## src/rtl/mrpnwp_pkg.sv

```systemverilog
// Shared definitions for the mrpnwp memory adapter slice.
//   state_t      : adapter FSM state (INIT zero-fill sweep, RUN normal traffic)
//   vadr2padr    : virtual address -> {bank,row} physical address
//   padr_cfg_ok  : checks the physical address width against bank/row widths
package mrpnwp_pkg;

   typedef enum logic {
      INIT = 1'b0,
      RUN  = 1'b1
   } state_t;

   // Bank is taken from the low address bits so consecutive addresses spread
   // across banks; the remaining high bits select the row.
   function automatic logic [31:0] vadr2padr(input logic [31:0] adr,
                                             input int          bitvbnk,
                                             input int          bitvrow);
      logic [31:0] bank;
      logic [31:0] row;
      bank = adr & ((32'd1 << bitvbnk) - 32'd1);
      row  = (adr >> bitvbnk) & ((32'd1 << bitvrow) - 32'd1);
      return (bank << bitvrow) | row;
   endfunction

   function automatic bit padr_cfg_ok(input int bitpadr,
                                      input int bitvbnk,
                                      input int bitvrow);
      return bitpadr == (bitvbnk + bitvrow);
   endfunction

endpackage

```

## src/rtl/mrpnwp_mem_adapter_if.sv

```systemverilog
// Bus bundle between the core wrapper, the adapter and the 1R1W macro.
//   core -> adapter : pread, rdadr, pwrite, wradr, pdin
//   adapter -> macro: t1_writeA, t1_addrA, t1_dinA, t1_readB, t1_addrB
//   macro -> adapter: mem_doutB
//   adapter -> core : t1_doutB, vread_vld_bus, vread_padr_bus, wr_conflict, init_done
// modport slave is the adapter; modport master is the surrounding core/macro side.
interface mrpnwp_mem_adapter_if #(
   parameter int WIDTH   = 32,
   parameter int NUMRDPT = 2,
   parameter int NUMWRPT = 3,
   parameter int BITADDR = 13,
   parameter int BITPADR = 13
);
   logic [NUMRDPT-1:0]         pread;
   logic [NUMRDPT*BITADDR-1:0] rdadr;
   logic [NUMWRPT-1:0]         pwrite;
   logic [NUMWRPT*BITADDR-1:0] wradr;
   logic [NUMWRPT*WIDTH-1:0]   pdin;
   logic [NUMWRPT-1:0]         t1_writeA;
   logic [NUMWRPT*BITPADR-1:0] t1_addrA;
   logic [NUMWRPT*WIDTH-1:0]   t1_dinA;
   logic [NUMRDPT-1:0]         t1_readB;
   logic [NUMRDPT*BITPADR-1:0] t1_addrB;
   logic [NUMRDPT*WIDTH-1:0]   mem_doutB;
   logic [NUMRDPT*WIDTH-1:0]   t1_doutB;
   logic [NUMRDPT-1:0]         vread_vld_bus;
   logic [NUMRDPT*BITPADR-1:0] vread_padr_bus;
   logic                       wr_conflict;
   logic                       init_done;

   modport slave (
      input  pread, rdadr, pwrite, wradr, pdin, mem_doutB,
      output t1_writeA, t1_addrA, t1_dinA, t1_readB, t1_addrB,
      output t1_doutB, vread_vld_bus, vread_padr_bus, wr_conflict, init_done
   );

   modport master (
      output pread, rdadr, pwrite, wradr, pdin, mem_doutB,
      input  t1_writeA, t1_addrA, t1_dinA, t1_readB, t1_addrB,
      input  t1_doutB, vread_vld_bus, vread_padr_bus, wr_conflict, init_done
   );
endinterface

```

## src/rtl/mrpnwp_rd_dly.sv

```systemverilog
// One read port's valid/physical-address delay line, matched to the macro
// read latency so the returned data lines up with its request.
//   clk, rst : clock, synchronous active-high reset (flushes the line)
//   i_vld    : read issued to the macro this cycle
//   i_padr   : physical address of that read (0 when not reading)
//   o_vld    : read data from the macro is valid this cycle
//   o_padr   : physical address belonging to the returned data
module mrpnwp_rd_dly #(
   parameter int BITPADR    = 13,
   parameter int SRAM_DELAY = 2
) (
   input  logic               clk,
   input  logic               rst,
   input  logic               i_vld,
   input  logic [BITPADR-1:0] i_padr,
   output logic               o_vld,
   output logic [BITPADR-1:0] o_padr
);

   logic [SRAM_DELAY-1:0] r_vld_p;
   logic [BITPADR-1:0]    r_padr_p [SRAM_DELAY];

   // stage 0 captures the issued read; each later stage is one more macro cycle
   always_ff @(posedge clk) begin
      if (rst) begin
         r_vld_p <= '0;
         for (int k = 0; k < SRAM_DELAY; k++) r_padr_p[k] <= '0;
      end else begin
         r_vld_p[0]  <= i_vld;
         r_padr_p[0] <= i_padr;
         for (int k = 1; k < SRAM_DELAY; k++) begin
            r_vld_p[k]  <= r_vld_p[k-1];
            r_padr_p[k] <= r_padr_p[k-1];
         end
      end
   end

   assign o_vld  = r_vld_p[SRAM_DELAY-1];
   assign o_padr = r_padr_p[SRAM_DELAY-1];

endmodule

```

## src/rtl/mrpnwp_mem_adapter.sv

```systemverilog
// Memory-side stage of the multi-read/multi-write wrapper. Maps virtual
// addresses onto {bank,row}, drives the 1R1W macro ports, aligns read
// returns with the macro latency and zero-fills the array after reset.
//   clk, rst : clock, synchronous active-high reset
//   bus      : mrpnwp_mem_adapter_if.slave (core strobes, macro ports,
//              read returns, wr_conflict, init_done)
module mrpnwp_mem_adapter
   import mrpnwp_pkg::*;
#(
   parameter int WIDTH      = 32,
   parameter int NUMRDPT    = 2,
   parameter int NUMWRPT    = 3,
   parameter int NUMADDR    = 8192,
   parameter int BITADDR    = 13,
   parameter int NUMVROW    = 1024,
   parameter int BITVROW    = 10,
   parameter int NUMVBNK    = 8,
   parameter int BITVBNK    = 3,
   parameter int BITPADR    = 13,
   parameter int SRAM_DELAY = 2
) (
   input logic                 clk,
   input logic                 rst,
   mrpnwp_mem_adapter_if.slave bus
);

   localparam bit CFG_OK = padr_cfg_ok(BITPADR, BITVBNK, BITVROW)
                           && (NUMADDR <= NUMVBNK * NUMVROW) && (SRAM_DELAY >= 1);
   localparam logic [BITADDR:0] ICNT_LAST = (BITADDR+1)'(NUMADDR - 1);

   if (!CFG_OK) begin : g_cfg_err
      $error("mrpnwp_mem_adapter: inconsistent address/latency parameters");
   end

   state_t             r_state, w_state_nxt;
   logic [BITADDR:0]   r_icnt, w_icnt_nxt;
   logic               r_wr_conflict, w_conflict;
   logic               w_sup;
   logic [NUMRDPT-1:0] w_rd_vld, w_tail_vld;
   logic [BITPADR-1:0] w_rd_padr   [NUMRDPT];
   logic [BITPADR-1:0] w_tail_padr [NUMRDPT];

   always_ff @(posedge clk) begin
      if (rst) begin
         r_state       <= INIT;
         r_icnt        <= '0;
         r_wr_conflict <= 1'b0;
      end else begin
         r_state       <= w_state_nxt;
         r_icnt        <= w_icnt_nxt;
         r_wr_conflict <= w_conflict;
      end
   end

   // Macro strobes are forced low while rst is high so nothing reaches the
   // array in the reset cycle, whatever state the FSM is leaving.
   always_comb begin
      w_state_nxt   = r_state;
      w_icnt_nxt    = r_icnt;
      w_conflict    = 1'b0;
      w_sup         = 1'b0;
      bus.t1_writeA = '0;
      bus.t1_addrA  = '0;
      bus.t1_dinA   = '0;
      bus.t1_readB  = '0;
      bus.t1_addrB  = '0;
      w_rd_vld      = '0;
      for (int i = 0; i < NUMRDPT; i++) w_rd_padr[i] = '0;

      if (r_state == INIT) begin
         w_icnt_nxt = r_icnt + 1'b1;
         if (r_icnt == ICNT_LAST) w_state_nxt = RUN;
         if (!rst) begin
            bus.t1_writeA[0]           = 1'b1;
            bus.t1_addrA[0 +: BITPADR] = BITPADR'(vadr2padr(32'(r_icnt), BITVBNK, BITVROW));
         end
      end else if (!rst) begin
         for (int i = 0; i < NUMWRPT; i++) begin
            if (bus.pwrite[i]) begin
               // a higher-index port writing the same address wins
               w_sup = 1'b0;
               for (int j = i + 1; j < NUMWRPT; j++) begin
                  if (bus.pwrite[j] &&
                      bus.wradr[j*BITADDR +: BITADDR] == bus.wradr[i*BITADDR +: BITADDR])
                     w_sup = 1'b1;
               end
               if (w_sup) begin
                  w_conflict = 1'b1;
               end else begin
                  bus.t1_writeA[i] = 1'b1;
                  bus.t1_addrA[i*BITPADR +: BITPADR] =
                     BITPADR'(vadr2padr(32'(bus.wradr[i*BITADDR +: BITADDR]), BITVBNK, BITVROW));
                  bus.t1_dinA[i*WIDTH +: WIDTH] = bus.pdin[i*WIDTH +: WIDTH];
               end
            end
         end
         for (int i = 0; i < NUMRDPT; i++) begin
            if (bus.pread[i]) begin
               bus.t1_readB[i] = 1'b1;
               w_rd_vld[i]     = 1'b1;
               w_rd_padr[i]    =
                  BITPADR'(vadr2padr(32'(bus.rdadr[i*BITADDR +: BITADDR]), BITVBNK, BITVROW));
               bus.t1_addrB[i*BITPADR +: BITPADR] = w_rd_padr[i];
            end
         end
      end
   end

   for (genvar g = 0; g < NUMRDPT; g++) begin : g_rd
      mrpnwp_rd_dly #(
         .BITPADR    (BITPADR),
         .SRAM_DELAY (SRAM_DELAY)
      ) u_rd_dly (
         .clk    (clk),
         .rst    (rst),
         .i_vld  (w_rd_vld[g]),
         .i_padr (w_rd_padr[g]),
         .o_vld  (w_tail_vld[g]),
         .o_padr (w_tail_padr[g])
      );
   end

   always_comb begin
      bus.vread_padr_bus = '0;
      bus.t1_doutB       = '0;
      for (int i = 0; i < NUMRDPT; i++) begin
         bus.vread_padr_bus[i*BITPADR +: BITPADR] = w_tail_padr[i];
         if (w_tail_vld[i]) bus.t1_doutB[i*WIDTH +: WIDTH] = bus.mem_doutB[i*WIDTH +: WIDTH];
      end
   end

   assign bus.vread_vld_bus = w_tail_vld;
   assign bus.wr_conflict   = r_wr_conflict;
   assign bus.init_done     = (r_state == RUN);

endmodule

```

## src/flat_wrapper.sv

```systemverilog
// flat-port wrapper written by rule: the top's interface ports become plain ports
module mrpnwp_mem_adapter_flat import mrpnwp_pkg::*;
#(
   parameter int WIDTH      = 32,
   parameter int NUMRDPT    = 2,
   parameter int NUMWRPT    = 3,
   parameter int NUMADDR    = 8192,
   parameter int BITADDR    = 13,
   parameter int NUMVROW    = 1024,
   parameter int BITVROW    = 10,
   parameter int NUMVBNK    = 8,
   parameter int BITVBNK    = 3,
   parameter int BITPADR    = 13,
   parameter int SRAM_DELAY = 2
)
  (clk, rst, bus_pread, bus_rdadr, bus_pwrite, bus_wradr, bus_pdin, bus_mem_doutB, bus_t1_writeA, bus_t1_addrA, bus_t1_dinA, bus_t1_readB, bus_t1_addrB, bus_t1_doutB, bus_vread_vld_bus, bus_vread_padr_bus, bus_wr_conflict, bus_init_done);
  mrpnwp_mem_adapter_if #(.WIDTH(WIDTH), .NUMRDPT(NUMRDPT), .NUMWRPT(NUMWRPT), .BITADDR(BITADDR), .BITPADR(BITPADR)) bus_i ();
  input logic clk;
  input logic rst;
  input wire logic [$bits(bus_i.pread)-1:0] bus_pread;
  input wire logic [$bits(bus_i.rdadr)-1:0] bus_rdadr;
  input wire logic [$bits(bus_i.pwrite)-1:0] bus_pwrite;
  input wire logic [$bits(bus_i.wradr)-1:0] bus_wradr;
  input wire logic [$bits(bus_i.pdin)-1:0] bus_pdin;
  input wire logic [$bits(bus_i.mem_doutB)-1:0] bus_mem_doutB;
  output wire logic [$bits(bus_i.t1_writeA)-1:0] bus_t1_writeA;
  output wire logic [$bits(bus_i.t1_addrA)-1:0] bus_t1_addrA;
  output wire logic [$bits(bus_i.t1_dinA)-1:0] bus_t1_dinA;
  output wire logic [$bits(bus_i.t1_readB)-1:0] bus_t1_readB;
  output wire logic [$bits(bus_i.t1_addrB)-1:0] bus_t1_addrB;
  output wire logic [$bits(bus_i.t1_doutB)-1:0] bus_t1_doutB;
  output wire logic [$bits(bus_i.vread_vld_bus)-1:0] bus_vread_vld_bus;
  output wire logic [$bits(bus_i.vread_padr_bus)-1:0] bus_vread_padr_bus;
  output wire logic [$bits(bus_i.wr_conflict)-1:0] bus_wr_conflict;
  output wire logic [$bits(bus_i.init_done)-1:0] bus_init_done;
  assign bus_i.pread = bus_pread;
  assign bus_i.rdadr = bus_rdadr;
  assign bus_i.pwrite = bus_pwrite;
  assign bus_i.wradr = bus_wradr;
  assign bus_i.pdin = bus_pdin;
  assign bus_i.mem_doutB = bus_mem_doutB;
  assign bus_t1_writeA = bus_i.t1_writeA;
  assign bus_t1_addrA = bus_i.t1_addrA;
  assign bus_t1_dinA = bus_i.t1_dinA;
  assign bus_t1_readB = bus_i.t1_readB;
  assign bus_t1_addrB = bus_i.t1_addrB;
  assign bus_t1_doutB = bus_i.t1_doutB;
  assign bus_vread_vld_bus = bus_i.vread_vld_bus;
  assign bus_vread_padr_bus = bus_i.vread_padr_bus;
  assign bus_wr_conflict = bus_i.wr_conflict;
  assign bus_init_done = bus_i.init_done;
  mrpnwp_mem_adapter #(.WIDTH(WIDTH), .NUMRDPT(NUMRDPT), .NUMWRPT(NUMWRPT), .NUMADDR(NUMADDR), .BITADDR(BITADDR), .NUMVROW(NUMVROW), .BITVROW(BITVROW), .NUMVBNK(NUMVBNK), .BITVBNK(BITVBNK), .BITPADR(BITPADR), .SRAM_DELAY(SRAM_DELAY)) u_core (.clk(clk), .rst(rst), .bus(bus_i));
endmodule
```

## config.mk

```make
export PLATFORM = sky130hd
export DESIGN_NAME = mrpnwp_mem_adapter_flat
export DESIGN_NICKNAME = d
export VERILOG_FILES = /design/src/rtl/mrpnwp_pkg.sv /design/src/rtl/mrpnwp_mem_adapter_if.sv /design/src/rtl/mrpnwp_rd_dly.sv /design/src/rtl/mrpnwp_mem_adapter.sv /design/src/flat_wrapper.sv
export SDC_FILE = /design/constraint.sdc
export NUM_CORES = 1
export LEC_CHECK = 0
export ABC_AREA = 1
export ABC_CLOCK_PERIOD_IN_PS = 2150
export CORE_AREA = 4 4 190 192
export CTS_CLUSTER_SIZE = 30
export DETAILED_ROUTE_END_ITERATION = 6
export DIE_AREA = 0 0 194 196
export SLEW_MARGIN = 20
export SYNTH_ARGS = -nofsm -noshare
export SYNTH_HDL_FRONTEND = slang
export SYNTH_SLANG_ARGS = --single-unit
```

## constraint.sdc

```tcl
create_clock -name clk -period 2.15 [get_ports clk]
set_input_delay 0.3225 -clock clk [delete_from_list [all_inputs] [get_ports clk]]
set_output_delay 0.3225 -clock clk [all_outputs]
set_load 0.005 [all_outputs]
```

* Word level (Yosys, flattened, before mapping) *
Memories as Yosys holds them, arrays and structs flattened.
Cells that the tools add are included.

storage, ports and cells
  memories = 2
  memory bits (writable) = 52
  input bits = 232
  output and inout port bits = 260
  register bits after elaboration = 20
  word-level logic and storage cells = 87

memory list
  memory                            words  bits a word  rd ports  clocked after Yosys merged registers in  wr ports  line                 source
  u_core.g_rd[0].u_rd_dly.r_padr_p  2      13           2         0                                        2         mrpnwp_rd_dly.sv:21  logic [BITPADR-1:0] r_padr_p [SRAM_DELAY];
  u_core.g_rd[1].u_rd_dly.r_padr_p  2      13           2         0                                        2         mrpnwp_rd_dly.sv:21

cells by class
  bitwise operators = 11
  multiplexer cells = 58
  add/subtract/negate cells = 1
  reduce and logical (&&, ||, !) cells = 4
  equal/unequal tests = 4

operators with widths
  cell                                                    number
  2-to-1 mux 32 bit                                       7
  2-to-1 mux 96 bit                                       2
  2-to-1 mux 13 bit                                       13
  2-to-1 mux 26 bit                                       5
  OR 13 x 10 -> 13 bit                                    6
  equality test 13 bit                                    3
  2-to-1 mux 39 bit                                       1
  2-to-1 mux 1 bit                                        26
  adder 14 x 1 -> 14 bit (second input constant)          1
  equality test 14 x 13 -> 1 bit (second input constant)  1
  2-to-1 mux 2 bit                                        3
  OR 1 bit                                                4
  logical AND 1 bit                                       3
  2-to-1 mux 3 bit                                        1
  OR reduction 2 bit                                      1
  inverter 1 bit                                          1

* Longest topological paths before layout *
Gate-level depths: netlist (run 1).

  depth in word-level cells = 11
  gate-level depth with buffers = 10
  depth with buffers taken out = 10

* By module *
From an unflattened synthesis (run 1), not the netlist that was laid out.

second synthesis, totals
  cells, all modules = 954
  area total of the unflattened synthesis = 5196.2 µm²

modules (own cells, without submodules)
  module              seq. area each (µm²)  cells an instance  area each (µm²)  times used
  mrpnwp_mem_adapter  320.3                 754                3387.0           1
  mrpnwp_rd_dly       560.5                 100                904.6            2

* Worst setup path before layout (run 1) *
No wires, ideal clock.

  kind = register to output
  start = register u_core.r_state, in the netlist u_core.bus.init_done
  end = output port bus_t1_dinA[12]
  arrival time = 1.234 ns
  buffers on the path = 1
  slack = 0.594 ns
  stages on the path, launching flop included = 8
  data required time = 1.827 ns
  path through = dfxtp_1 > inv_2 > nor2_8 > inv_4 > nor2_8 > nand3_4 > buf_6 > nor2_1

between the ends
  longest elaborated chain between the ends = 1

ends and longest elaborated chain
  element                   line                      source
  start: declaration        mrpnwp_mem_adapter.sv:35  state_t r_state, w_state_nxt;
  start signal: assignment  mrpnwp_mem_adapter.sv:49  r_state <= w_state_nxt;
  2-to-1 mux 96 bit         mrpnwp_mem_adapter.sv:70  if (r_state == INIT) begin
  end: declaration          flat_wrapper.sv:28        output wire logic [$bits(bus_i.t1_dinA)-1:0] bus_t1_dinA;

No other way between the ends.

* Worst setup path after layout (run 1) *
  start = register u_core.r_state, in the netlist u_core.bus.init_done
  end = output port bus_t1_addrA[10]

between the ends
  longest elaborated chain between the ends = 1

ends and longest elaborated chain
  element            line                      source
  2-to-1 mux 13 bit  mrpnwp_mem_adapter.sv:70
  end: declaration   flat_wrapper.sv:27        output wire logic [$bits(bus_i.t1_addrA)-1:0] bus_t1_addrA;

No other way between the ends.

==> Flow_metrics.wiki, run 1 <==
{| class="wikitable"
! Metric !! Value
|-
| Aggregate routed wire length || around 30,000 um
|-
| All-layer global routing usage || 0.144
|-
| Num CTS Buffers || 9
|-
| DRC violation count after routing || 0
|-
| Leakage power figure || approximately 6.3 nW
|-
| Source-to-sink clock delay at the later pin of the worst-skew pair || between 0.3 and 0.4 ns
|-
| First-pass GRT wire length || 42,700 um
|-
| Die Span Y || between 150 and 200 um
|-
| Die W || 194 um
|-
| CP Data Required Time || 1.83 ns
|-
| Slew Limit Headroom || 0.783
|-
| Cell with the biggest individual delay on the critical path || dfxtp_2
|-
| Wirelength per Cell || 15.3 um
|-
| Clock-pin slew on the worst setup and hold paths || around 0.070 ns
|-
| Leading cell types by total area after synthesis || dfxtp_1, inv_1, nor2_1
|-
| Critical path start-end classification || flip-flop to primary output
|-
| Die Outline Area || around 38,000 um2
|-
| Post-Place Setup Slack || -0.729 ns
|-
| Peak supply drop || 388 uV
|-
| Number of antenna violations at the first check in global routing || 1
|-
| Number of nets still failing antenna checks after routing || 0
|-
| Clock tree from TritonCTS || done
|-
| Critical Path End Type || primary output
|-
| Crit path time final || ~2.2 ns
|-
| Kind of path behind the tightest hold check || input pin to flip-flop
|-
| Drt first pass iters || 5
|-
| Largest net degree at the start of global routing || 40
|-
| Max-cap violations || 0
|-
| Final number of setup-violating endpoints || 2
|-
| Starting Density || 0.146
|-
| Number of warnings reported in the yosys synthesis log || 0
|-
| Layout area overhead || 129%
|-
| Final Worst Setup Slack || -0.00249 ns
|-
| Post-Synthesis Mean Instance Area || 5.48 um2
|-
| Least-Margin Pin Slew || 0.326 ns
|-
| Clock Tree Buf Depth || 2
|-
| Kind of start point of the critical path || flip-flop
|-
| Result of the run || finished with violations
|-
| Total number of nets in the final design || 1,707
|-
| Max-slew violation total from the final report || 0
|-
| Seq cells post-synth || around 70
|-
| Worst Path Arrival || around 1.8 ns
|-
| Kind of cell adding the most delay to the critical path || buffers and inverters
|-
| Area of the multi-input gates || 2650 um2
|-
| Total number of vias || 7,206
|-
| Maximum net fanout on the critical path || 4
|-
| Unrepaired setup endpoints after global routing || true
|-
| Root buffer cell || clkbuf_16
|-
| Filler Cells Inserted || around 3,700
|-
| Final Util || 0.335
|-
| Total overflow reported by the global router || 0
|-
| Buffers plus inverters on the worst setup path || 6
|-
| Largest incremental delay on the critical path || 0.35 ns
|-
| Final weighted congestion in routability-driven placement || ~0.94
|-
| Fraction of final layout cells sized beyond drive strength 1 || 0.240
|-
| Period utilization || 1.00
|-
| Max Clk Rate || 465 MHz
|-
| Number of input and output port buffers inserted || 491
|-
| Critical Path, Cell by Cell || inv_4 > nor2_8 > inv_8 > buf_12 > nor2_8 > buf_6 > buf_6 > nand4_1 > nand2_1 > buf_2
|-
| Std cell rows || 68
|-
| Count of endpoints failing hold in the final timing report || 0
|-
| Clk_skew || 0.00488 ns
|-
| Top-area cell type share of the netlist area || 0.287
|-
| Post-detailed-route via-to-cell ratio || 3.72
|-
| Via count of the first global-routing pass || 7,134
|-
| Cell area after synthesis || 5020 um2
|-
| Sinks on Clock Net || 72
|-
| Detail Placement HPWL || about 24,000 um
|-
| I/O pin count || around 490
|-
| Depth of the CTS H-tree || 3
|-
| Sequential fraction of the synthesis area || 0.287
|-
| Cell type with the largest total area after synthesis || dfxtp_1
|-
| Syn nets || 1,150
|-
| Power per unit of standard cell area || 313 nW/um2
|-
| Violations in the final reports || setup timing
|-
| Number of distinct library cell variants in the gate-level netlist after synthesis || 31
|-
| Hold WS || slightly below 0.4 ns
|-
| Core Region || 34,400 um2
|-
| Seq. cell area || around 1400 um2
|-
| DRC marker count from the first detailed-route iteration || 329
|-
| Number of instances in the synthesized netlist || 917
|}
-- Yosys cell counts --
library cell	n
o21ai_0	15
nor2_8	2
dfxtp_1	72
nor3b_1	1
inv_4	1
o22ai_1	3
a22o_1	1
buf_6	3
nor2_2	11
xnor2_1	4
nor4_1	1
inv_2	2
xor2_1	3
clkbuf_1	12
a31oi_1	1
nor2_1	228
nor2_4	1
nand3_4	1
buf_4	32
inv_1	250
nor3_2	1
buf_1	5
a21oi_1	10
nor3_1	5
nand2_2	1
nand3_1	5
nand4_1	20
ha_1	1
buf_2	8
a211oi_1	1
nand2_1	216
-- worst register-to-register path, stage by stage (launching register included) --
cell and delay, ns:
dfxtp_2 0.33, buf_4 0.17, nor3_2 0.26, nand2_1 0.12, nor2_2 0.20, inv_1 0.09, o21ai_0 0.16, a21oi_1 0.07
-- worst paths after layout --
kind                                          startpoint                                       to  slack (ns)  cells past startpoint
setup reg to reg                    u_core.bus.init_done                         u_core.r_icnt[7]        0.64                      7
hold / removal                             bus_pwrite[1]                   u_core.bus.wr_conflict        0.39                      3
setup / recovery                    u_core.bus.init_done                         bus_t1_addrA[10]      -0.002                     10
hold reg to reg   u_core.g_rd[0].u_rd_dly.r_padr_p[0][6]  u_core.g_rd[0].u_rd_dly.r_padr_p[0][19]        0.40                      2
-- cell type report --
type / count / share of cell area
Clock inverter: 7 / 0.00566
Tap cell: 455 / 0.0495
Sequential cell: 72 / 0.125
Multi-Input combinational cell: 532 / 0.230
Inverter: 253 / 0.0841
Clock buffer: 9 / 0.0196
Antenna cell: 1 / 0.000218
Timing Repair Buffer: 606 / 0.485
-- sequential cells by signal (all words and copies together) (netlist names) --
register	flops
u_core.g_rd.u_rd_dly.r_vld_p	4
u_core.g_rd.u_rd_dly.r_padr_p	52
u_core.bus.wr_conflict	1
u_core.bus.init_done	1
u_core.r_icnt	14
-- layout by cell type (no fill, tap or decap), drive strengths merged --
cell / netlist / final
clkdlybuf4s50: 0 / 305
inv: 253 / 256
nor2: 242 / 242
nand2: 217 / 217
buf: 48 / 192
dfxtp: 72 / 72
clkbuf: 12 / 47
dlygate4sd2: 0 / 44
nand4: 20 / 20
clkdlybuf4s15: 0 / 19
o21ai: 15 / 15
a21oi: 10 / 10
dlymetal6s2s: 0 / 8
nor3: 6 / 6
nand3: 6 / 6
xnor2: 4 / 4
clkinv: 0 / 3
o22ai: 3 / 3
xor2: 3 / 3
diode: 0 / 1
a211oi: 1 / 1
a22o: 1 / 1
nor3b: 1 / 1
a31oi: 1 / 1
nor4: 1 / 1
ha: 1 / 1
clkinvlp: 0 / 1
-- where the power goes --
| group | internal, mW | total, mW | switching [mW] | leakage, nW |
|---|---|---|---|---|
| sequential | 1.34 | 1.34 | 0.00535 | 0.581 |
| combinational | 0.484 | 0.811 | 0.327 | 5.60 |
| clock | 0.807 | 1.45 | 0.644 | 0.140 |
-- routing by layer --
metal,wire (um),GRT usage,up-vias
met5,0,0,-
met4,616,0.0393,0
met3,1870,0.0309,39
met2,14600,0.253,271
met1,12400,0.178,3222
li1,-,-,3674
-- metrics by stage --
stage          std cells  cell area [um2]   TNS, ns  power, mW
2_1_floorplan        917             5020         0       1.55
3_3_place_gp        1880            10800    -66.01       2.14
3_5_place_dp        1880            10800    -65.77       2.15
4_1_cts             1937            11400     -4.10       3.64
5_1_grt             1935            11500     -2.13       3.78
6_report            1935            11500  -0.00445       3.61
-- kinds of logic after synthesis --
kind of cell | synth area share
buf+inv | 0.265
xor+xnor | 0.0122
compound gates | 0.0331
simple gates | 0.400
flops | 0.287
fa+ha+maj | 0.00249
-- repair_timing --
action | in CTS | in global routing
setup buffers | 34 | 4
hold buffers | 0 | 0
endpoints found under the setup margin | 163 | 123
gates cloned | 8 | 1
gates resized for setup | 541 | 157
pin swaps | 41 | 44
Power figures use the tool's default switching activity.
==> inputs of run 2 (changes only) <==
--- a/config.mk
+++ b/config.mk
@@ -11,6 +11,7 @@
 export CTS_CLUSTER_SIZE = 30
 export DETAILED_ROUTE_END_ITERATION = 6
 export DIE_AREA = 0 0 194 196
+export RECOVER_POWER = 25
 export SLEW_MARGIN = 20
 export SYNTH_ARGS = -nofsm -noshare
 export SYNTH_HDL_FRONTEND = slang
==> results of run 2 <==
Same layout as run 1: the final DEF is identical, and so are final timing and power.
==> inputs of run 3 (changes only) <==
--- a/config.mk
+++ b/config.mk
@@ -6,12 +6,13 @@
 export NUM_CORES = 1
 export LEC_CHECK = 0
 export ABC_AREA = 1
-export ABC_CLOCK_PERIOD_IN_PS = 2150
+export ABC_CLOCK_PERIOD_IN_PS = 1800
 export CORE_AREA = 4 4 190 192
 export CTS_CLUSTER_SIZE = 30
 export DETAILED_ROUTE_END_ITERATION = 6
 export DIE_AREA = 0 0 194 196
 export RECOVER_POWER = 25
+export SETUP_SLACK_MARGIN = 0.05
 export SLEW_MARGIN = 20
 export SYNTH_ARGS = -nofsm -noshare
 export SYNTH_HDL_FRONTEND = slang
==> constraint.sdc (replaced) <==
create_clock -name clk -period 1.8 [get_ports clk]
set_input_delay 0.27 -clock clk [delete_from_list [all_inputs] [get_ports clk]]
set_output_delay 0.27 -clock clk [all_outputs]
set_load 0.005 [all_outputs]
==> Flow_metrics.wiki, run 3 (synthesis gave the netlist of run 1 again) <==
{| class="wikitable"
! Metric !! Value
|-
| Result of the run || finished with violations
|-
| Violations in the final reports || setup timing
|-
| Unrepaired setup endpoints after global routing || true
|-
| Total overflow reported by the global router || 0
|-
| Terminus of the critical flop-to-flop path || u_core.r_icnt[12]
|-
| Layout Cell Area excl Fill || roughly 13,000 um2
|-
| Largest incremental delay on the critical path || 0.35 ns
|-
| Max-cap violations || 0
|-
| Aggregate routed wire length || 31,800 um
|-
| Number of antenna violations at the first check in global routing || 0
|-
| Number of instances on the worst hold path || 2
|-
| Least-Margin Pin Slew || 0.729 ns
|-
| Final number of setup-violating endpoints || 137
|-
| Register with the highest flop count || u_core.g_rd.u_rd_dly.r_padr_p
|-
| Seq. cell area || 1450 um2
|-
| Largest register FFs || 52
|-
| Critical path start-end classification || flip-flop to primary output
|-
| Power per unit of standard cell area || 349 nW/um2
|-
| Area of the multi-input gates || between 3000 and 4000 um2
|-
| Final Worst Setup Slack || -0.261 ns
|-
| Maximum net fanout on the critical path || 4
|-
| DRC violation count after routing || 0
|-
| Kind of start point of the critical path || flip-flop
|-
| Std cell rows || 68
|-
| Total number of nets in the final design || 1,780
|-
| Post-detailed-route via-to-cell ratio || roughly 3.8
|-
| Startpoint of the most critical setup path || u_core.bus.init_done
|-
| Die W || 194 um
|-
| Peak supply drop || 322 uV
|-
| Slew Limit Headroom || 0.514
|-
| Depth of the CTS H-tree || 3
|-
| Launch point of the worst reg-to-reg path || u_core.r_icnt[1]
|-
| Power consumption || 4.48 mW
|-
| CP Data Required Time || ~1.5 ns
|-
| I/O pin count || between 400 and 500
|-
| All-layer global routing usage || 0.152
|-
| Final weighted congestion in routability-driven placement || 0.963
|-
| Max Clk Rate || 485 MHz
|-
| Crit path time final || 2.06 ns
|-
| Drt first pass iters || 5
|-
| Kind of cell adding the most delay to the critical path || buffers and inverters
|-
| Kind of path behind the tightest hold check || flip-flop to flip-flop
|-
| Num CTS Buffers || 9
|-
| Number of nets still failing antenna checks after routing || 0
|-
| Count of endpoints failing hold in the final timing report || 0
|-
| Flop-to-flop setup slack || approximately 0.30 ns
|-
| Endpoint with the worst hold slack || u_core.g_rd[0].u_rd_dly.r_vld_p[1]
|-
| Die Span Y || a little under 200 um
|-
| Starting Density || 0.146
|-
| Critical Path, Cell by Cell || inv_4 > nor2_8 > nand2_2 > inv_2 > nand2_4 > buf_12 > buf_12 > buf_6 > buf_6 > nor2_2 > buf_2
|-
| Clock-pin slew on the worst setup and hold paths || 0.06 ns
|-
| Source-to-sink clock delay at the later pin of the worst-skew pair || 0.33 ns
|-
| Cell with the biggest individual delay on the critical path || dfxtp_2
|-
| Layout area overhead || 156%
|-
| Clk_skew || 0.00707 ns
|-
| Wirelength per Cell || around 16 um
|-
| Total number of vias || 7,678
|-
| DRC marker count from the first detailed-route iteration || 369
|-
| Start point of the worst min-delay path || u_core.g_rd[0].u_rd_dly.r_vld_p[0]
|-
| Via count of the first global-routing pass || 7,533
|-
| Largest net degree at the start of global routing || 39
|-
| Leading cell types in the layout, fill and taps excluded || inv_1, clkdlybuf4s50_1, nand2_1
|-
| Largest registers ranked by flip-flop count || u_core.g_rd.u_rd_dly.r_padr_p: 52 flops, u_core.r_icnt: 14 flops, u_core.g_rd.u_rd_dly.r_vld_p: 4 flops
|-
| Buffers plus inverters on the worst setup path || 7
|-
| Fraction of final layout cells sized beyond drive strength 1 || 0.367
|-
| Core Region || 34,400 um2
|-
| Sinks on Clock Net || 72
|-
| Clock Tree Buf Depth || 2
|-
| Detail Placement HPWL || 24,400 um
|-
| Worst Path Arrival || 1.79 ns
|-
| Number of input and output port buffers inserted || 491
|-
| Critical Path End Type || primary output
|-
| Leakage power figure || 7.64 nW
|-
| First-pass GRT wire length || 45,400 um
|-
| Root buffer cell || clkbuf_16
|-
| Area of placed instances || approximately 11,000 um2
|-
| Clock tree from TritonCTS || done
|-
| CTS Hold Buffers Added || 0
|-
| Max-slew violation total from the final report || 0
|-
| Die Outline Area || 38,000 um2
|-
| Period utilization || 1.14
|-
| Most common cell after layout, fill and taps aside || inv_1
|-
| Number of cells on the worst reg-to-reg path || 7
|-
| Filler Cells Inserted || 3,555
|}
run 3: cell count changes in the layout (fill, tap and decap cells not counted), sizes merged:
cell           before  now
buf               192  349
bufbuf              0    2
bufinv              0    1
clkdlybuf4s50     305  218
inv               256  254
dlygate4sd2        44   31
clkbuf             47   22
clkdlybuf4s15      19   14
clkinv              3    5
dlymetal6s2s        8   51
run 3: final cells by class:
type / instances / area share
Multi-Input combinational cell: 532 / 0.243
Clock buffer: 9 / 0.0176
Timing Repair Buffer: 678 / 0.500
Inverter: 253 / 0.0758
Clock inverter: 7 / 0.00546
Timing Repair inverter: 1 / 0.00127
Sequential cell: 72 / 0.113
Tap cell: 455 / 0.0444
Antenna cell: 1 / 0.000195
run 3: worst max path at each step:
| stage | endpoint | slack (ns) | cells after the start |
|---|---|---|---|
| 6_report | bus_t1_dinA[51] | -0.26 | 11 |
| 3_3_place_gp | bus_t1_writeA[0] | -0.96 | 12 |
| 2_1_floorplan | bus_t1_dinA[12] | 0.30 | 7 |
| 4_1_cts | bus_t1_dinA[20] | -0.43 | 10 |
| 5_1_grt | bus_t1_dinA[51] | -0.35 | 11 |
| 3_5_place_dp | bus_t1_writeA[0] | -0.99 | 12 |
run 3: timing repair:
item	in CTS	in global routing
gates resized for setup	837	401
setup endpoints to repair	231	205
gates cloned	15	0
setup buffers	78	21
hold endpoints to repair	0	0
pin swaps	54	56
run 3: worst min-delay path, delay by kind of cell (launching register included):
family | cells | cell delay, ns
flops | 1 | 0.29
buf+inv | 1 | 0.04
simple gates | 1 | 0.03
run 3: power by group:
part | leakage (nW) | total (mW) | switching [mW] | internal, mW
Clock | 0.146 | 1.78 | 0.709 | 1.07
Combinational | 6.92 | 1.10 | 0.460 | 0.635
Sequential | 0.582 | 1.60 | 0.00648 | 1.60
run 3: routing by layer:
layer / global-route usage / routed length (um) / vias up
met5: 0 / 0 / -
met4: 0.0315 / 601 / 0
met1: 0.188 / 13100 / 3528
met2: 0.279 / 16400 / 286
met3: 0.0264 / 1720 / 38
li1: - / - / 3826
run 3: stage by stage:
stage | setup TNS, ns | hold slack, ns | cells | utilization | worst slack, ns
detailed placement | -101.30 | 0.392 | 1907 | 0.320 | -0.990
global route | -29.95 | 0.404 | 2007 | 0.373 | -0.355
global placement | -101.38 | 0.390 | 1907 | 0.320 | -0.962
finish | -20.53 | 0.392 | 2008 | 0.373 | -0.261
floorplan | 0 | 0.388 | 917 | - | 0.296
CTS | -44.41 | 0.386 | 2015 | 0.352 | -0.429
